## config.mk

```make
export PLATFORM = sky130hd
export DESIGN_NAME = regfile_write_sched
export DESIGN_NICKNAME = d
export VERILOG_FILES = /design/src/rtl/regfile_write_sched.sv
export SDC_FILE = /design/constraint.sdc
export NUM_CORES = 1
export LEC_CHECK = 0
export BUFFER_PORTS_ARGS = -buffer_cell sky130_fd_sc_hd__buf_2
export CAP_MARGIN = 10
export CORE_MARGIN = 2
export CORE_UTILIZATION = 49
export DETAILED_ROUTE_END_ITERATION = 7
export PLACE_DENSITY = 0.72
export SYNTH_ARGS = -nofsm -noshare
export SYNTH_HDL_FRONTEND = slang
export SYNTH_SLANG_ARGS = --single-unit
export TNS_END_PERCENT = 30
```

## constraint.sdc

```tcl
create_clock -name clk -period 4.67 [get_ports clk]
set_clock_uncertainty 0.15 [all_clocks]
set_input_delay 0.2335 -clock clk [delete_from_list [all_inputs] [get_ports clk]]
set_output_delay 0.2335 -clock clk [all_outputs]
set_load 0.05 [all_outputs]
```

## src/rtl/regfile_write_sched.sv

```systemverilog
// Write-port scheduler for the register file: WB has priority, AUX returns
// are queued in a small FIFO, and a starvation counter eventually forces the
// AUX head through. A scoreboard tracks registers awaiting an AUX write.
module regfile_write_sched #(
  parameter int unsigned WIDTH        = 16,
  parameter int unsigned NUM_REGS     = 8,
  parameter int unsigned DEPTH        = 4,
  parameter int unsigned STARVE_LIMIT = 3,
  localparam int unsigned AW          = $clog2(NUM_REGS)
) (
  input  logic                clk,
  input  logic                reset,
  input  logic                wb_valid,
  input  logic [AW-1:0]       wb_dest,
  input  logic [WIDTH-1:0]    wb_data,
  output logic                wb_stall,
  input  logic                aux_valid,
  output logic                aux_ready,
  input  logic [AW-1:0]       aux_dest,
  input  logic [WIDTH-1:0]    aux_data,
  input  logic                issue_valid,
  input  logic [AW-1:0]       issue_dest,
  output logic [NUM_REGS-1:0] load,
  output logic [WIDTH-1:0]    wdata,
  output logic [NUM_REGS-1:0] pending
);

  localparam int unsigned PW = $clog2(DEPTH);
  localparam int unsigned CW = $clog2(DEPTH + 1);
  localparam int unsigned SW = $clog2(STARVE_LIMIT + 1);

  typedef struct packed {
    logic [AW-1:0]    dest;
    logic [WIDTH-1:0] data;
  } aux_entry_t;

  aux_entry_t          fifo_q [DEPTH];
  logic [PW-1:0]       rd_ptr_q, wr_ptr_q;
  logic [CW-1:0]       count_q, count_nxt;
  logic [SW-1:0]       wait_cnt_q, wait_cnt_nxt;
  logic [NUM_REGS-1:0] pending_q, pending_nxt;

  aux_entry_t          head;
  logic                has_head;
  logic                force_aux;
  logic                grant_aux;
  logic                grant_wb;
  logic                push;

  assign head      = fifo_q[rd_ptr_q];
  assign has_head  = (count_q != '0);
  assign force_aux = has_head && (wait_cnt_q == SW'(STARVE_LIMIT));
  assign aux_ready = ~reset & (count_q != CW'(DEPTH));
  assign push      = aux_valid & aux_ready;
  assign pending   = reset ? '0 : pending_q;

  // Write-port arbitration: forced AUX, then WB, then AUX when WB is idle.
  always_comb begin
    grant_aux = 1'b0;
    grant_wb  = 1'b0;
    wb_stall  = 1'b0;
    load      = '0;
    wdata     = '0;
    if (!reset) begin
      if (force_aux) begin
        grant_aux = 1'b1;
        wb_stall  = wb_valid;
      end else if (wb_valid) begin
        grant_wb = 1'b1;
      end else if (has_head) begin
        grant_aux = 1'b1;
      end
      if (grant_aux) begin
        load  = NUM_REGS'(1) << head.dest;
        wdata = head.data;
      end else if (grant_wb) begin
        load  = NUM_REGS'(1) << wb_dest;
        wdata = wb_data;
      end
    end
  end

  // Next-state for occupancy, starvation counter and scoreboard.
  always_comb begin
    count_nxt    = count_q;
    wait_cnt_nxt = wait_cnt_q;
    pending_nxt  = pending_q;
    case ({push, grant_aux})
      2'b10:   count_nxt = count_q + CW'(1);
      2'b01:   count_nxt = count_q - CW'(1);
      default: count_nxt = count_q;
    endcase
    if (grant_aux || !has_head) begin
      wait_cnt_nxt = '0;
    end else if (wait_cnt_q != SW'(STARVE_LIMIT)) begin
      wait_cnt_nxt = wait_cnt_q + SW'(1);
    end
    // Clear before set so a same-cycle issue to the granted register wins.
    if (grant_aux) begin
      pending_nxt[head.dest] = 1'b0;
    end
    if (issue_valid) begin
      pending_nxt[issue_dest] = 1'b1;
    end
  end

  // Control state register with synchronous reset.
  always_ff @(posedge clk) begin
    if (reset) begin
      rd_ptr_q   <= '0;
      wr_ptr_q   <= '0;
      count_q    <= '0;
      wait_cnt_q <= '0;
      pending_q  <= '0;
    end else begin
      count_q    <= count_nxt;
      wait_cnt_q <= wait_cnt_nxt;
      pending_q  <= pending_nxt;
      if (push) begin
        wr_ptr_q <= wr_ptr_q + PW'(1);
      end
      if (grant_aux) begin
        rd_ptr_q <= rd_ptr_q + PW'(1);
      end
    end
  end

  // FIFO storage; contents are don't-care while count says empty.
  always_ff @(posedge clk) begin
    if (push) begin
      fifo_q[wr_ptr_q] <= '{dest: aux_dest, data: aux_data};
    end
  end

endmodule

```

==> impl_metrics.tcl <==
set metrics [dict create \
    status "completed" \
    grt_pass1_wl_microns 13620 \
    cp-start-kind "flop" \
    vias_per_cell 5.771 \
    finish.utilization_pct 61.65 \
    mappedNetlistArea_sq_um 4252 \
    io_buffers 79 \
    cts_tree "done" \
    crit_fanout 19 \
    yosysTopAreaCell "edfxtp_1" \
    fmax_mhz 321.8 \
    final_cell_area_sq_um 5116 \
    drive_gt1_share_pct 28.46 \
    overflow 0 \
    hp-class "in2reg" \
    drv_slew 0 \
    fp.dieArea_sq_um 9438 \
    cpPeakStageDelay_ps 910 \
    synth_top_area_share_pct 53.68 \
    peakVddDrop_mv 0.2702 \
    wl_met2_microns 4353 \
    drt_iter0_drc 163 \
    setup_tns_ps 0 \
    htree_levels 3 \
    whs_ps 103.0 \
    rsz0062_at_grt "false" \
    tightest_slew_ps 1041 \
    synthTopCellsByArea "edfxtp_1, dfxtp_1, mux4_2" \
    syn_nets 356 \
    setup_ws_ps 1563 \
    yosys_warnings 0 \
    clkLatencyLatePin_ps 360 \
    synth_seq_cells 95 \
    yosys_most_used_dff "edfxtp_1" \
    rows 33 \
    top_layer_used "met4" \
    place_congestion 0.8786 \
    synthToLayoutAreaGrowth_pct 20.34 \
    routed_wl_microns 8710 \
    dp_slack_ps 1890 \
    synth_seq_area_share_pct 62.63 \
    fill_cells 651 \
    synthCells 303 \
    grt_pass1_vias 2722 \
    crit_slowest_cell "dfxtp_1" \
    path_class "reg2out" \
    fin_crit_ps 3107 \
    cts.reportedPaths.clkPinSlew_ps 90 \
    leakage_nw 1.828 \
    cts_made_buffers 9 \
    drc_errors 0 \
    setup_viol 0 \
    synthArstFlopShare_pct 0 \
    die_h_microns 97.15 \
    endpoint_kind "output port" \
    finalCritPeriodShare_pct 66.53 \
    worst_ep_arrival_time_ps 2720 \
    slew-limit-headroom_pct 30.59 \
    pin_count 80 \
    nets 446 \
    synth_common_cells "edfxtp_1, a21oi_1, nand3_1" \
    dpl.hpwl_microns 5716 \
    pwr_density_cell_nw_per_um2 360.2 \
    core_sq_um 8299 \
    yosysMostFrequentCell "edfxtp_1" \
    met1_length_microns 3759 \
    antenna_left 0 \
    postSynthAreaPerCell_sq_um 14.03 \
    diodes 0 \
    wire_per_inst_microns 17.35 \
    cts-root-buf "clkbuf_8" \
    placed_area_sq_um 4711 \
    post_cts_buffers 0 \
    antenna_found_initial 0 \
    dr_total_vias 2897 \
    synth_edf_count 76 \
    grt.total_usage_pct 18.51 \
    critPathRequiredTime_ps 4290 \
    cp_cell_sequence "mux4_2 -> or4_4 -> o22ai_2 -> buf_2" \
    clockBufferDepth 2 \
    dieWidth_microns 97.15 \
    hold_violations 0 \
    yosysUniqueCellTypes 39 \
    routed-wl-met3_microns 486 \
    start_util_pct 51.23 \
    drt_pass1_iterations 4 \
    drv_cap 0 \
    cts.sinks 95 \
    grt_max_degree 45 \
]
layer usage:
layer	track usage, %	up-vias
met2	31.89	84
met4	4.550	0
li1	-	1378
met5	0	-
met3	4.676	12
met1	23.60	1423
registers in the layout, indices dropped and copies added, names as in the netlist, named ones only:
register	flops
count_q	3
fifo_q	76
pending_q	8
rd_ptr_q	2
wait_cnt_q	2
wr_ptr_q	2
metrics by stage:
stage | total power, mW | cells
detailed placement | 1.272 | 468
CTS | 1.855 | 502
global placement | 1.265 | 468
finish | 1.843 | 502
global route | 1.916 | 502
floorplan | 1.191 | 303
final cells by class:
cell class	instances	area [sq um]	share of cell area (%)
Clock inverter	6	91.34	1.785
Inverter	10	37.54	0.7337
Clock buffer	9	123.9	2.421
Multi-Input combinational cell	177	1469	28.71
Sequential cell	95	2663	52.04
Timing Repair Buffer	100	600.6	11.74
Tap cell	105	131.4	2.568
power breakdown:
group | internal [mW] | switching [mW]
Combinational | 0.112 | 0.197
Sequential | 0.942 | 0.0148
Clock | 0.302 | 0.275
Total | 1.36 | 0.487
worst paths after layout:
path / start / endpoint / slack [ps] / depth (start not counted)
max: flop / load[2] / 1560 / 4
min: aux_valid / wr_ptr_q[0] / 100 / 4
max reg2reg: wait_cnt_q[0] / count_q[2] / 2000 / 9
min reg2reg: wait_cnt_q[0] / wait_cnt_q[0] / 280 / 1
timing repair:
action | 4_1_cts | 5_1_grt
hold buffers | 19 | 0
endpoints found under the hold margin | 76 | 0
endpoints found under the setup margin | 0 | 0
gates resized for setup | 0 | 0
cells in the final DEF (no fill, tap or decap), types with 3 or more instances in the layout:
cell | Yosys | layout
a31oi_1 | 4 | 4
nor3b_1 | 4 | 4
ha_1 | 6 | 6
o21ai_0 | 4 | 4
buf_2 | 1 | 79
nor3_1 | 5 | 4
a21oi_1 | 34 | 34
dfxtp_1 | 19 | 19
nand2b_1 | 3 | 3
nor2_1 | 9 | 9
o31ai_1 | 3 | 3
and2_1 | 5 | 5
mux4_1 | 7 | 7
dlygate4sd3_1 | 0 | 19
o211ai_1 | 15 | 15
o22ai_1 | 7 | 7
inv_1 | 10 | 10
a2111oi_0 | 4 | 4
nor2b_1 | 12 | 12
clkbuf_8 | 0 | 9
mux4_2 | 12 | 12
edfxtp_1 | 76 | 76
nand3_1 | 21 | 21
a211oi_1 | 4 | 4
cell families after synthesis:
group | count (synthesis) | synth area share (%)
buffers and inverters | 31 | 2.943
AO/OA/AOI/OAI | 77 | 11.30
multiplexers | 20 | 10.95
adder cells (fa/ha/maj) | 7 | 2.237
flip-flops | 95 | 62.62
XOR/XNOR | 2 | 0.4121
AND/OR/NAND/NOR | 71 | 9.535
worst max-delay path: cells and delay by family (launching register included):
family / cells / cell delay (ps)
AND/OR/NAND/NOR: 1 / 480
multiplexers: 1 / 520
flip-flops: 1 / 910
buffers and inverters: 1 / 280
AO/OA/AOI/OAI: 1 / 170
Power figures use the tool's default switching activity.
